==> src/rtl/apb_arb_pkg.sv <==
// Shared types and defaults for the two-requester APB arbiter.
// Combinational decode only; no timing or flow control of its own.
package apb_arb_pkg;

    typedef enum logic [1:0] {
        IDLE   = 2'd0,
        SETUP  = 2'd1,
        ACCESS = 2'd2
    } arb_state_e;

    localparam int unsigned TIMEOUT_CYCLES_DEF = 255;
    localparam int unsigned WAIT_CNT_W         = 16;

endpackage

==> src/rtl/apb_arb_rr.sv <==
// Two-way round-robin pick: one-hot grant from two requests and the last-served index.
// Zero latency (combinational); a lone request always wins, a tie goes to the other side.
module apb_arb_rr (
    input  logic [1:0] req_i,
    input  logic       last_i,
    output logic [1:0] gnt_o
);

    always_comb begin
        gnt_o = req_i;
        if (req_i == 2'b11) begin
            gnt_o = last_i ? 2'b01 : 2'b10;
        end
    end

endmodule

==> src/rtl/apb_master_arbiter.sv <==
// Shares one APB completer port between two requesters; SETUP/ACCESS add one cycle of
// arbitration, losers are stalled by a held-low pready, a silent slave is cut off by timeout.
module apb_master_arbiter
    import apb_arb_pkg::*;
#(
    parameter int unsigned TIMEOUT_CYCLES = TIMEOUT_CYCLES_DEF,
    parameter int unsigned ADDR_W         = 32
) (
    input  logic              pclk,
    input  logic              preset,

    input  logic              m0_psel,
    input  logic              m0_penable,
    input  logic              m0_pwrite,
    input  logic [ADDR_W-1:0] m0_paddr,
    input  logic [31:0]       m0_pwdata,
    output logic [31:0]       m0_prdata,
    output logic              m0_pready,
    output logic              m0_pslverr,

    input  logic              m1_psel,
    input  logic              m1_penable,
    input  logic              m1_pwrite,
    input  logic [ADDR_W-1:0] m1_paddr,
    input  logic [31:0]       m1_pwdata,
    output logic [31:0]       m1_prdata,
    output logic              m1_pready,
    output logic              m1_pslverr,

    output logic              out_psel,
    output logic              out_penable,
    output logic              out_pwrite,
    output logic [ADDR_W-1:0] out_paddr,
    output logic [31:0]       out_pwdata,
    input  logic [31:0]       out_prdata,
    input  logic              out_pready,
    input  logic              out_pslverr,

    output logic              timeout_err
);

    localparam logic [WAIT_CNT_W-1:0] TMO_LAST = WAIT_CNT_W'(TIMEOUT_CYCLES - 1);

    arb_state_e            state_q;
    logic [1:0]            gnt_q;
    logic                  last_q;
    logic [WAIT_CNT_W-1:0] cnt_q;

    logic [1:0]            rr_gnt;
    logic                  bus_busy;
    logic                  bus_access;
    logic                  tmo_hit;
    logic                  xfer_done;
    logic [1:0]            rsp_sel;

    // Arbitration keys off psel alone; the requesters' own penable carries no extra information.
    logic                  unused_penable;
    assign unused_penable = m0_penable ^ m1_penable;

    apb_arb_rr u_rr (
        .req_i  ({m1_psel, m0_psel}),
        .last_i (last_q),
        .gnt_o  (rr_gnt)
    );

    always_ff @(posedge pclk) begin
        if (preset) begin
            state_q <= IDLE;
            gnt_q   <= 2'b00;
            last_q  <= 1'b1;
            cnt_q   <= '0;
        end else begin
            case (state_q)
                IDLE: begin
                    if (m0_psel || m1_psel) begin
                        gnt_q   <= rr_gnt;
                        state_q <= SETUP;
                    end
                end
                SETUP: begin
                    cnt_q   <= '0;
                    state_q <= ACCESS;
                end
                ACCESS: begin
                    if (xfer_done) begin
                        last_q  <= gnt_q[1];
                        gnt_q   <= 2'b00;
                        state_q <= IDLE;
                    end else begin
                        cnt_q <= cnt_q + 1'b1;
                    end
                end
                default: begin
                    gnt_q   <= 2'b00;
                    state_q <= IDLE;
                end
            endcase
        end
    end

    // Reset masks the bus immediately so an aborted transfer never leaks a response.
    assign bus_busy   = !preset && ((state_q == SETUP) || (state_q == ACCESS));
    assign bus_access = !preset && (state_q == ACCESS);
    assign tmo_hit    = bus_access && !out_pready && (cnt_q == TMO_LAST);
    assign xfer_done  = out_pready || tmo_hit;
    assign rsp_sel    = bus_access ? gnt_q : 2'b00;

    assign out_psel    = bus_busy;
    assign out_penable = bus_access;
    assign out_paddr   = !bus_busy ? '0    : (gnt_q[1] ? m1_paddr  : m0_paddr);
    assign out_pwrite  = !bus_busy ? 1'b0  : (gnt_q[1] ? m1_pwrite : m0_pwrite);
    assign out_pwdata  = !bus_busy ? 32'h0 : (gnt_q[1] ? m1_pwdata : m0_pwdata);

    assign m0_pready  = rsp_sel[0] && xfer_done;
    assign m0_pslverr = rsp_sel[0] && (tmo_hit || out_pslverr);
    assign m0_prdata  = (rsp_sel[0] && !tmo_hit) ? out_prdata : 32'h0;

    assign m1_pready  = rsp_sel[1] && xfer_done;
    assign m1_pslverr = rsp_sel[1] && (tmo_hit || out_pslverr);
    assign m1_prdata  = (rsp_sel[1] && !tmo_hit) ? out_prdata : 32'h0;

    assign timeout_err = tmo_hit;

endmodule

==> config.mk <==
export PLATFORM = sky130hd
export DESIGN_NAME = apb_master_arbiter
export DESIGN_NICKNAME = d
export VERILOG_FILES = /design/src/rtl/apb_arb_pkg.sv /design/src/rtl/apb_arb_rr.sv /design/src/rtl/apb_master_arbiter.sv
export SDC_FILE = /design/constraint.sdc
export NUM_CORES = 1
export LEC_CHECK = 0
export ABC_AREA = 1
export ABC_CLOCK_PERIOD_IN_PS = 2500
export CAP_MARGIN = 15
export CORE_AREA = 4 4 116 118
export DETAILED_ROUTE_END_ITERATION = 7
export DIE_AREA = 0 0 120 122
export HOLD_SLACK_MARGIN = 0.05
export PLACE_DENSITY = 0.67
export SETUP_SLACK_MARGIN = 0.2
export SYNTH_ARGS = -nofsm -noshare
export SYNTH_HDL_FRONTEND = slang
export SYNTH_SLANG_ARGS = --single-unit
==> constraint.sdc <==
create_clock -name pclk -period 2.5 [get_ports pclk]
set_input_delay 0.625 -clock pclk [delete_from_list [all_inputs] [get_ports pclk]]
set_output_delay 0.625 -clock pclk [all_outputs]
set_load 0.005 [all_outputs]
==> flow_results.xml, run 1 <==
<?xml version="1.0" encoding="UTF-8"?>
<metrics>
  <group name="logic_synthesis">
    <metric name="mean_instance_size_in_the_synthesized_netlist" unit="µm²">5.05</metric>
    <metric name="ys_ff_latch" unit="">21</metric>
    <metric name="postSynthNetCount" unit="">728</metric>
    <metric name="post_synth_instance_area" unit="µm²">2800</metric>
    <metric name="netlist_instances" unit="">553</metric>
    <metric name="yosys.cell_types.count" unit="">30</metric>
    <metric name="yosysWarnings" unit="">0</metric>
    <metric name="synth-seq-area-share" unit="">0.150</metric>
  </group>
  <group name="global_routing">
    <metric name="top_usage_layer" unit="">met2</metric>
    <metric name="grtUsageTotal" unit="">0.198</metric>
    <metric name="grtUsageMet2" unit="">0.378</metric>
    <metric name="globalRouteMet3Util" unit="">0.0483</metric>
    <metric name="number_of_antenna_violations_at_the_first_check_in_global_routing" unit="">0</metric>
    <metric name="grt_util_met1" unit="">0.225</metric>
    <metric name="grt_pass1_wl" unit="mm">23.3</metric>
    <metric name="grt_pass1_vias" unit="">4504</metric>
    <metric name="grt_start_max_net_pins" unit="">68</metric>
    <metric name="gr-total-overflow" unit="">0</metric>
  </group>
  <group name="power">
    <metric name="internal_power" unit="W">0.00133</metric>
    <metric name="leakage_power_total" unit="nW">3.36</metric>
    <metric name="vdd.ir_drop.worst" unit="V">0.000252</metric>
    <metric name="power.net_switching" unit="W">0.000855</metric>
    <metric name="share_seq_of_total_power" unit="">0.175</metric>
    <metric name="power-per-cell-area" unit="nW/µm²">319</metric>
    <metric name="power_frac_clock" unit="">0.161</metric>
    <metric name="sw_share" unit="">0.392</metric>
    <metric name="totalPowerFinal" unit="W">0.00218</metric>
    <metric name="pwr-share-comb" unit="">0.664</metric>
  </group>
  <group name="worst_setup_path">
    <metric name="critPathMaxFanout" unit="">8</metric>
    <metric name="crit_path_top_delay_cell" unit="">sky130_fd_sc_hd__dfxtp_2</metric>
    <metric name="crit_path_max_incr_delay" unit="ps">320</metric>
    <metric name="cp.required" unit="ps">1880</metric>
    <metric name="crit_chain" unit="">inv_2, ha_4, inv_4, nor2_4, inv_4, nor2_4, nand2_8, buf_6, buf_12, nor2_1, buf_2</metric>
    <metric name="arrival" unit="ps">1830</metric>
    <metric name="crit_end_category" unit="">output pin</metric>
    <metric name="path_buf_inv" unit="">6</metric>
    <metric name="timing.critical_path.from_type" unit="">flip-flop</metric>
    <metric name="kind_of_critical_path" unit="">reg2out</metric>
    <metric name="critPathTopFamily" unit="">buffers and inverters</metric>
  </group>
  <group name="route">
    <metric name="antenna_left" unit="">0</metric>
    <metric name="routed_wirelength" unit="mm">16.8</metric>
    <metric name="via_count" unit="">4706</metric>
    <metric name="routed_via_density" unit="">4.36</metric>
    <metric name="drt_pre_antenna_iters" unit="">4</metric>
    <metric name="drc_errors" unit="">0</metric>
    <metric name="post_drt_wl_per_cell" unit="µm">15.5</metric>
    <metric name="detail_route.iter0.violations" unit="">174</metric>
  </group>
  <group name="floorplan">
    <metric name="placement_rows" unit="">41</metric>
    <metric name="initial_core_util" unit="">0.224</metric>
    <metric name="die_area" unit="µm²">14600</metric>
    <metric name="fp.dieW" unit="µm">120</metric>
    <metric name="design.portCount" unit="">306</metric>
    <metric name="fp.coreArea" unit="µm²">12500</metric>
    <metric name="dieHeight" unit="µm">122</metric>
  </group>
  <group name="clock_tree">
    <metric name="htree_num_levels" unit="">1</metric>
    <metric name="root_buf_cell" unit="">sky130_fd_sc_hd__clkbuf_16</metric>
    <metric name="cts_hold_repair.buffers" unit="">0</metric>
    <metric name="tritoncts" unit="">built</metric>
    <metric name="cts.reportedPaths.clkPinSlew" unit="ps">60</metric>
    <metric name="cts.path.max_buffers" unit="">2</metric>
    <metric name="cts_inserted_buffers" unit="">3</metric>
    <metric name="clock_latency" unit="ps">260</metric>
    <metric name="cts_sink_cnt" unit="">21</metric>
  </group>
  <group name="layout">
    <metric name="num_antenna_cells" unit="">0</metric>
    <metric name="layout.cells.most_common" unit="">sky130_fd_sc_hd__nand2_1</metric>
    <metric name="fillers" unit="">1229</metric>
    <metric name="syn_to_final_growth" unit="%">145</metric>
    <metric name="final_util" unit="">0.549</metric>
    <metric name="final_net_count" unit="">1083</metric>
    <metric name="post_route_cells_drive_above_1_share" unit="">0.359</metric>
    <metric name="final_cell_mix" unit="">sky130_fd_sc_hd__nand2_1, sky130_fd_sc_hd__clkdlybuf4s50_1, sky130_fd_sc_hd__buf_2</metric>
    <metric name="layout.cell_area.non_filler" unit="µm²">6840</metric>
  </group>
  <group name="min_path">
    <metric name="hp-class" unit="">reg2reg</metric>
  </group>
  <group name="timing">
    <metric name="worst-slew-pin-transition" unit="ps">396</metric>
    <metric name="tmin_final" unit="ps">2450</metric>
    <metric name="report.final.hold_viol_count" unit="">0</metric>
    <metric name="rsz0062_at_grt" unit="">yes</metric>
    <metric name="setup_viol_count_final" unit="">0</metric>
    <metric name="min_period_over_period" unit="">0.982</metric>
    <metric name="number_of_max_slew_violations_in_the_final_report" unit="">0</metric>
    <metric name="finalWorstSetupSlack" unit="ps">45.7</metric>
    <metric name="clock.fmax" unit="MHz">407</metric>
    <metric name="setup_skew_after_layout" unit="ps">6.53</metric>
    <metric name="maxSlewHeadroom" unit="">0.735</metric>
  </group>
  <group name="place">
    <metric name="placed_area" unit="µm²">6230</metric>
    <metric name="place_ws" unit="ps">-722</metric>
    <metric name="dpl.hpwl" unit="mm">11.8</metric>
    <metric name="gp_congestion" unit="">0.892</metric>
    <metric name="place.port_buffers" unit="">303</metric>
  </group>
  <group name="flow_run">
    <metric name="drv.max_cap_violation_count" unit="">0</metric>
  </group>
  <group name="status">
    <metric name="result_of_the_run" unit="">completed</metric>
  </group>
</metrics>
==> what timing repair did <==
action                                  in CTS  in global routing
pin swaps                                   11                 14
endpoints found under the setup margin     136                124
resized for setup                          531                163
cloned                                       8                  5
endpoints found under the hold margin        0                  0
buffers inserted                            21                  8
==> metrics by stage <==
step	TNS, ps	instances	hold WS, ps
floorplan	0	553	439
global placement	-70150	1033	451
detailed placement	-72020	1033	456
CTS	0	1066	465
global route	-443	1079	497
finish	0	1079	466
==> final cells by class <==
cell class / count / area, µm² / share of cell area
Timing Repair Buffer: 383 / 3400 / 0.496
Multi-Input combinational cell: 434 / 2470 / 0.361
Sequential cell: 21 / 427 / 0.0624
Inverter: 65 / 251 / 0.0368
Tap cell: 172 / 215 / 0.0315
Clock buffer: 3 / 75.1 / 0.0110
Clock inverter: 1 / 5.00 / 0.000732
==> sequential cells by signal, indices dropped and copies added (netlist names) <==
signal / count
gnt_q: 2
last_q: 1
state_q: 2
cnt_q: 16
==> cell usage after synthesis <==
library cell                 n  area share
sky130_fd_sc_hd__nand2_1   192        0.26
sky130_fd_sc_hd__nor2_1     94        0.13
sky130_fd_sc_hd__a21oi_1    77        0.14
sky130_fd_sc_hd__inv_1      60       0.081
sky130_fd_sc_hd__nand3_1    25       0.045
sky130_fd_sc_hd__dfxtp_1    21        0.15
sky130_fd_sc_hd__clkbuf_1   13       0.017
sky130_fd_sc_hd__nand4_1     8       0.018
sky130_fd_sc_hd__buf_1       6      0.0081
sky130_fd_sc_hd__buf_6       6       0.024
sky130_fd_sc_hd__xor2_1      6       0.019
sky130_fd_sc_hd__buf_4       5       0.013
sky130_fd_sc_hd__ha_1        5       0.022
sky130_fd_sc_hd__inv_2       5      0.0067
sky130_fd_sc_hd__buf_2       4      0.0072
sky130_fd_sc_hd__nand2_2     4      0.0090
sky130_fd_sc_hd__nor2_2      3      0.0067
sky130_fd_sc_hd__nor3_1      3      0.0054
sky130_fd_sc_hd__nor4_1      2      0.0045
sky130_fd_sc_hd__o21ai_0     2      0.0036
sky130_fd_sc_hd__or2_1       2      0.0045
sky130_fd_sc_hd__or2_2       2      0.0045
sky130_fd_sc_hd__a211oi_1    1      0.0027
sky130_fd_sc_hd__a21boi_0    1      0.0027
sky130_fd_sc_hd__a31oi_1     1      0.0022
sky130_fd_sc_hd__nand2_4     1      0.0040
sky130_fd_sc_hd__nand3_2     1      0.0036
sky130_fd_sc_hd__nand3_4     1      0.0063
sky130_fd_sc_hd__nor2_4      1      0.0040
sky130_fd_sc_hd__nor3b_1     1      0.0027
==> kinds of logic (layout without fill, tap and decap cells) <==
group | Yosys count | in the layout | share of synthesized area
AND/OR/NAND/NOR | 340 | 341 | 0.502
AO/OA/AOI/OAI | 82 | 82 | 0.149
adder cells (fa/ha/maj) | 5 | 5 | 0.0224
flip-flops | 21 | 21 | 0.150
buffers and inverters | 99 | 452 | 0.158
XOR/XNOR | 6 | 6 | 0.0188
==> metal layers <==
layer	vias up	wire length (µm)	share of wire
met2	230	8730	0.52
li1	2416	-	-
met4	0	250	0.015
met1	2040	6370	0.38
met5	-	0	0
met3	20	1410	0.084
==> power by group through the flow <==
| stage | combinational (W) | sequential, W | clock (W) |
|---|---|---|---|
| 3_5_place_dp | 0.00128 | 0.000386 | 0 |
| 5_1_grt | 0.00157 | 0.000385 | 0.000369 |
| 4_1_cts | 0.00135 | 0.000383 | 0.000355 |
| 6_report | 0.00145 | 0.000383 | 0.000351 |
| 3_3_place_gp | 0.00128 | 0.000384 | 0 |
| 2_1_floorplan | 0.000504 | 0.000382 | 0 |
==> path summary, 6_finish.rpt <==
path / start / cells past startpoint / endpoint / slack, ps
worst max-delay path: state_q[0] / 11 / m0_prdata[28] / 50
worst min-delay path: gnt_q[0] / 2 / gnt_q[0] / 470
worst max register to register: cnt_q[12] / 17 / last_q / 240
worst min register to register: gnt_q[0] / 2 / gnt_q[0] / 470
==> worst register-to-register path: stages (launching register included) <==
cell	delay, ps
sky130_fd_sc_hd__dfxtp_1	340
sky130_fd_sc_hd__nor2_1	160
sky130_fd_sc_hd__nand2_2	120
sky130_fd_sc_hd__nor2_4	160
sky130_fd_sc_hd__nand3_4	120
sky130_fd_sc_hd__buf_6	140
sky130_fd_sc_hd__buf_6	120
sky130_fd_sc_hd__nand2_4	60
sky130_fd_sc_hd__nand3_4	60
sky130_fd_sc_hd__buf_6	130
sky130_fd_sc_hd__buf_4	130
sky130_fd_sc_hd__buf_6	100
sky130_fd_sc_hd__buf_4	120
sky130_fd_sc_hd__buf_6	100
sky130_fd_sc_hd__buf_6	100
sky130_fd_sc_hd__buf_6	100
sky130_fd_sc_hd__buf_6	100
sky130_fd_sc_hd__nand3_2	50
(Power assumes the default switching activity.)
==> inputs of run 2 (changes only) <==
--- a/config.mk
+++ b/config.mk
@@ -6,12 +6,13 @@
 export NUM_CORES = 1
 export LEC_CHECK = 0
 export ABC_AREA = 1
-export ABC_CLOCK_PERIOD_IN_PS = 2500
+export ABC_CLOCK_PERIOD_IN_PS = 2300
 export CAP_MARGIN = 15
 export CORE_AREA = 4 4 116 118
 export DETAILED_ROUTE_END_ITERATION = 7
 export DIE_AREA = 0 0 120 122
 export HOLD_SLACK_MARGIN = 0.05
+export MAX_ROUTING_LAYER = met4
 export PLACE_DENSITY = 0.67
 export SETUP_SLACK_MARGIN = 0.2
 export SYNTH_ARGS = -nofsm -noshare
==> constraint.sdc (replaced) <==
create_clock -name pclk -period 2.3 [get_ports pclk]
set_input_delay 0.23 -clock pclk [delete_from_list [all_inputs] [get_ports pclk]]
set_output_delay 0.23 -clock pclk [all_outputs]
set_load 0.005 [all_outputs]
==> run 2 against run 1 <==
Against the previous run: worst hold slack worse by 16 ps; largest cell class unchanged; global-route usage is 1.0 points lower; combinational power about the same; cell count fell by 4.2%; utilization fell by 4.2 points; clock power increased by 9.4%; sequential share of layout area up 0.56 points; wire length down 9.4%; highest routed layer unchanged.
==> flow_results.xml, run 2 (same netlist as run 1, synthesis figures left out) <==
<?xml version="1.0" encoding="UTF-8"?>
<metrics>
  <group name="worst_setup_path">
    <metric name="crit_start" unit="">state_q[0]</metric>
    <metric name="kind_of_critical_path" unit="">reg2out</metric>
    <metric name="cp.required" unit="ps">2070</metric>
    <metric name="rrSetupSlack" unit="ps">400</metric>
    <metric name="critPathMaxFanout" unit="">4</metric>
    <metric name="crit_end_category" unit="">output pin</metric>
    <metric name="arrival" unit="ps">1830</metric>
    <metric name="reg2reg_from" unit="">state_q[0]</metric>
    <metric name="timing.critical_path.from_type" unit="">flip-flop</metric>
  </group>
  <group name="place">
    <metric name="place.port_buffers" unit="">303</metric>
    <metric name="gp_congestion" unit="">0.929</metric>
    <metric name="dpl.hpwl" unit="mm">11.7</metric>
    <metric name="place_ws" unit="ps">-55.2</metric>
  </group>
  <group name="route">
    <metric name="routed_wirelength" unit="mm">15.2</metric>
    <metric name="antenna_left" unit="">0</metric>
    <metric name="post_drt_wl_per_cell" unit="µm">14.7</metric>
    <metric name="via_count" unit="">4522</metric>
    <metric name="detail_route.iter0.violations" unit="">224</metric>
    <metric name="drt_pre_antenna_iters" unit="">4</metric>
    <metric name="routed_via_density" unit="">4.37</metric>
    <metric name="drc_errors" unit="">0</metric>
  </group>
  <group name="layout">
    <metric name="syn_to_final_growth" unit="%">126</metric>
    <metric name="reg.largest.list" unit="">cnt_q x16, gnt_q x2, state_q x2</metric>
    <metric name="final_util" unit="">0.506</metric>
    <metric name="post_route_cells_drive_above_1_share" unit="">0.132</metric>
    <metric name="largest_register_ff_count" unit="">16</metric>
    <metric name="regMostFlops" unit="">cnt_q</metric>
    <metric name="layout.cells.most_common" unit="">sky130_fd_sc_hd__nand2_1</metric>
    <metric name="num_antenna_cells" unit="">0</metric>
    <metric name="final_net_count" unit="">1038</metric>
    <metric name="fillers" unit="">1321</metric>
    <metric name="final_cell_mix" unit="">sky130_fd_sc_hd__nand2_1, sky130_fd_sc_hd__clkdlybuf4s50_1, sky130_fd_sc_hd__nor2_1</metric>
  </group>
  <group name="floorplan">
    <metric name="dieHeight" unit="µm">122</metric>
    <metric name="die_area" unit="µm²">14600</metric>
    <metric name="placement_rows" unit="">41</metric>
    <metric name="initial_core_util" unit="">0.224</metric>
    <metric name="fp.dieW" unit="µm">120</metric>
    <metric name="design.portCount" unit="">306</metric>
    <metric name="fp.coreArea" unit="µm²">12500</metric>
  </group>
  <group name="timing">
    <metric name="clock.fmax" unit="MHz">486</metric>
    <metric name="report.final.hold_viol_count" unit="">0</metric>
    <metric name="finalWorstSetupSlack" unit="ps">243</metric>
    <metric name="maxSlewHeadroom" unit="">0.728</metric>
    <metric name="rsz0062_at_grt" unit="">yes</metric>
    <metric name="worst-slew-pin-transition" unit="ps">407</metric>
    <metric name="min_period_over_period" unit="">0.895</metric>
    <metric name="number_of_max_slew_violations_in_the_final_report" unit="">0</metric>
    <metric name="setup_skew_after_layout" unit="ps">3.29</metric>
    <metric name="hold-worst-slack" unit="ps">451</metric>
    <metric name="setup_viol_count_final" unit="">0</metric>
    <metric name="tmin_final" unit="ps">2060</metric>
    <metric name="fin_setup_tns" unit="ps">0</metric>
  </group>
  <group name="clock_tree">
    <metric name="tritoncts" unit="">built</metric>
    <metric name="clock_latency" unit="ps">260</metric>
    <metric name="htree_num_levels" unit="">1</metric>
    <metric name="cts.path.max_buffers" unit="">2</metric>
    <metric name="cts_hold_repair.buffers" unit="">0</metric>
    <metric name="cts_inserted_buffers" unit="">3</metric>
    <metric name="root_buf_cell" unit="">sky130_fd_sc_hd__clkbuf_16</metric>
    <metric name="cts.reportedPaths.clkPinSlew" unit="ps">60</metric>
    <metric name="cts_sink_cnt" unit="">21</metric>
  </group>
  <group name="power">
    <metric name="totalPowerFinal" unit="W">0.00222</metric>
    <metric name="leakage_power_total" unit="nW">3.42</metric>
    <metric name="power-per-cell-area" unit="nW/µm²">352</metric>
    <metric name="vdd.ir_drop.worst" unit="V">0.000254</metric>
  </group>
  <group name="status">
    <metric name="result_of_the_run" unit="">completed</metric>
  </group>
  <group name="global_routing">
    <metric name="grt_pass1_vias" unit="">4004</metric>
    <metric name="number_of_antenna_violations_at_the_first_check_in_global_routing" unit="">0</metric>
    <metric name="grt_pass1_wl" unit="mm">21.5</metric>
    <metric name="grtUsageTotal" unit="">0.188</metric>
    <metric name="grt_start_max_net_pins" unit="">68</metric>
    <metric name="gr-total-overflow" unit="">0</metric>
  </group>
  <group name="flow_run">
    <metric name="drv.max_cap_violation_count" unit="">0</metric>
  </group>
  <group name="min_path">
    <metric name="timing.hold.worst.start" unit="">preset</metric>
    <metric name="hp-class" unit="">in2reg</metric>
  </group>
</metrics>
[run 2: changes by cell type in the layout (fill, tap and decap cells not counted), sizes merged]
cell and change:
buf -153, dlygate4sd2 +75, clkdlybuf4s15 +14, dlymetal6s2s +14
clkdlybuf4s50 +3, bufbuf +2, clkbuf +2, clkinv -1
nand2 -1
[run 2: area by class of cell]
cell class / count / area (µm²) / share of cell area
inverters: 65 / 249 / 0.0394
clock buffers: 4 / 78.8 / 0.0125
repair buffers: 339 / 3290 / 0.522
multi-input cells: 433 / 2050 / 0.324
well taps: 172 / 215 / 0.0341
flip-flops and latches: 21 / 429 / 0.0680
[run 2: final timing paths]
check	end	depth (start not counted)
min reg2reg	cnt_q[15]	2
max reg2reg	cnt_q[4]	12
min	gnt_q[1]	3
max	m1_pready	11
[run 2: per-layer routing]
| layer | vias to the layer above | share of wire | global-route usage | wire, µm |
|---|---|---|---|---|
| met1 | 1950 | 0.40 | 0.224 | 6120 |
| met3 | 13 | 0.089 | 0.0436 | 1350 |
| met2 | 232 | 0.50 | 0.329 | 7540 |
| li1 | 2327 | - | - | - |
| met4 | 0 | 0.012 | 0.0308 | 175 |
| met5 | - | 0 | - | 0 |
[run 2: worst max-delay path: stages (launching register included)]
cell,delay [ps]
sky130_fd_sc_hd__dfxtp_2,340
sky130_fd_sc_hd__inv_4,80
sky130_fd_sc_hd__ha_4,150
sky130_fd_sc_hd__nand3_2,90
sky130_fd_sc_hd__nor2_4,130
sky130_fd_sc_hd__nand3_4,120
sky130_fd_sc_hd__buf_6,140
sky130_fd_sc_hd__buf_4,130
sky130_fd_sc_hd__nand2_2,70
sky130_fd_sc_hd__nand3_2,80
sky130_fd_sc_hd__nor2_2,100
sky130_fd_sc_hd__buf_2,130
[run 2: power by group]
part	switching, W	total [W]	internal, W
Combinational	0.000656	0.00142	0.000764
Clock	0.000147	0.000384	0.000237
Sequential	0.0000268	0.000420	0.000393
Total	0.000831	0.00222	0.00139
[run 2: what timing repair did]
action                     in CTS  in global routing
pin swaps                       5                  9
gates resized for setup       142                110
buffers inserted                2                  8
cloned                          4                  1
hold endpoints to repair        0                  0
setup endpoints to repair     135                 85
[run 2: metrics by stage]
| stage | instances | cell area [µm²] |
|---|---|---|
| 3_3_place_gp | 1015 | 6070 |
| 2_1_floorplan | 553 | 2800 |
| 4_1_cts | 1025 | 6190 |
| 5_1_grt | 1034 | 6310 |
| 6_report | 1034 | 6310 |
| 3_5_place_dp | 1015 | 6070 |
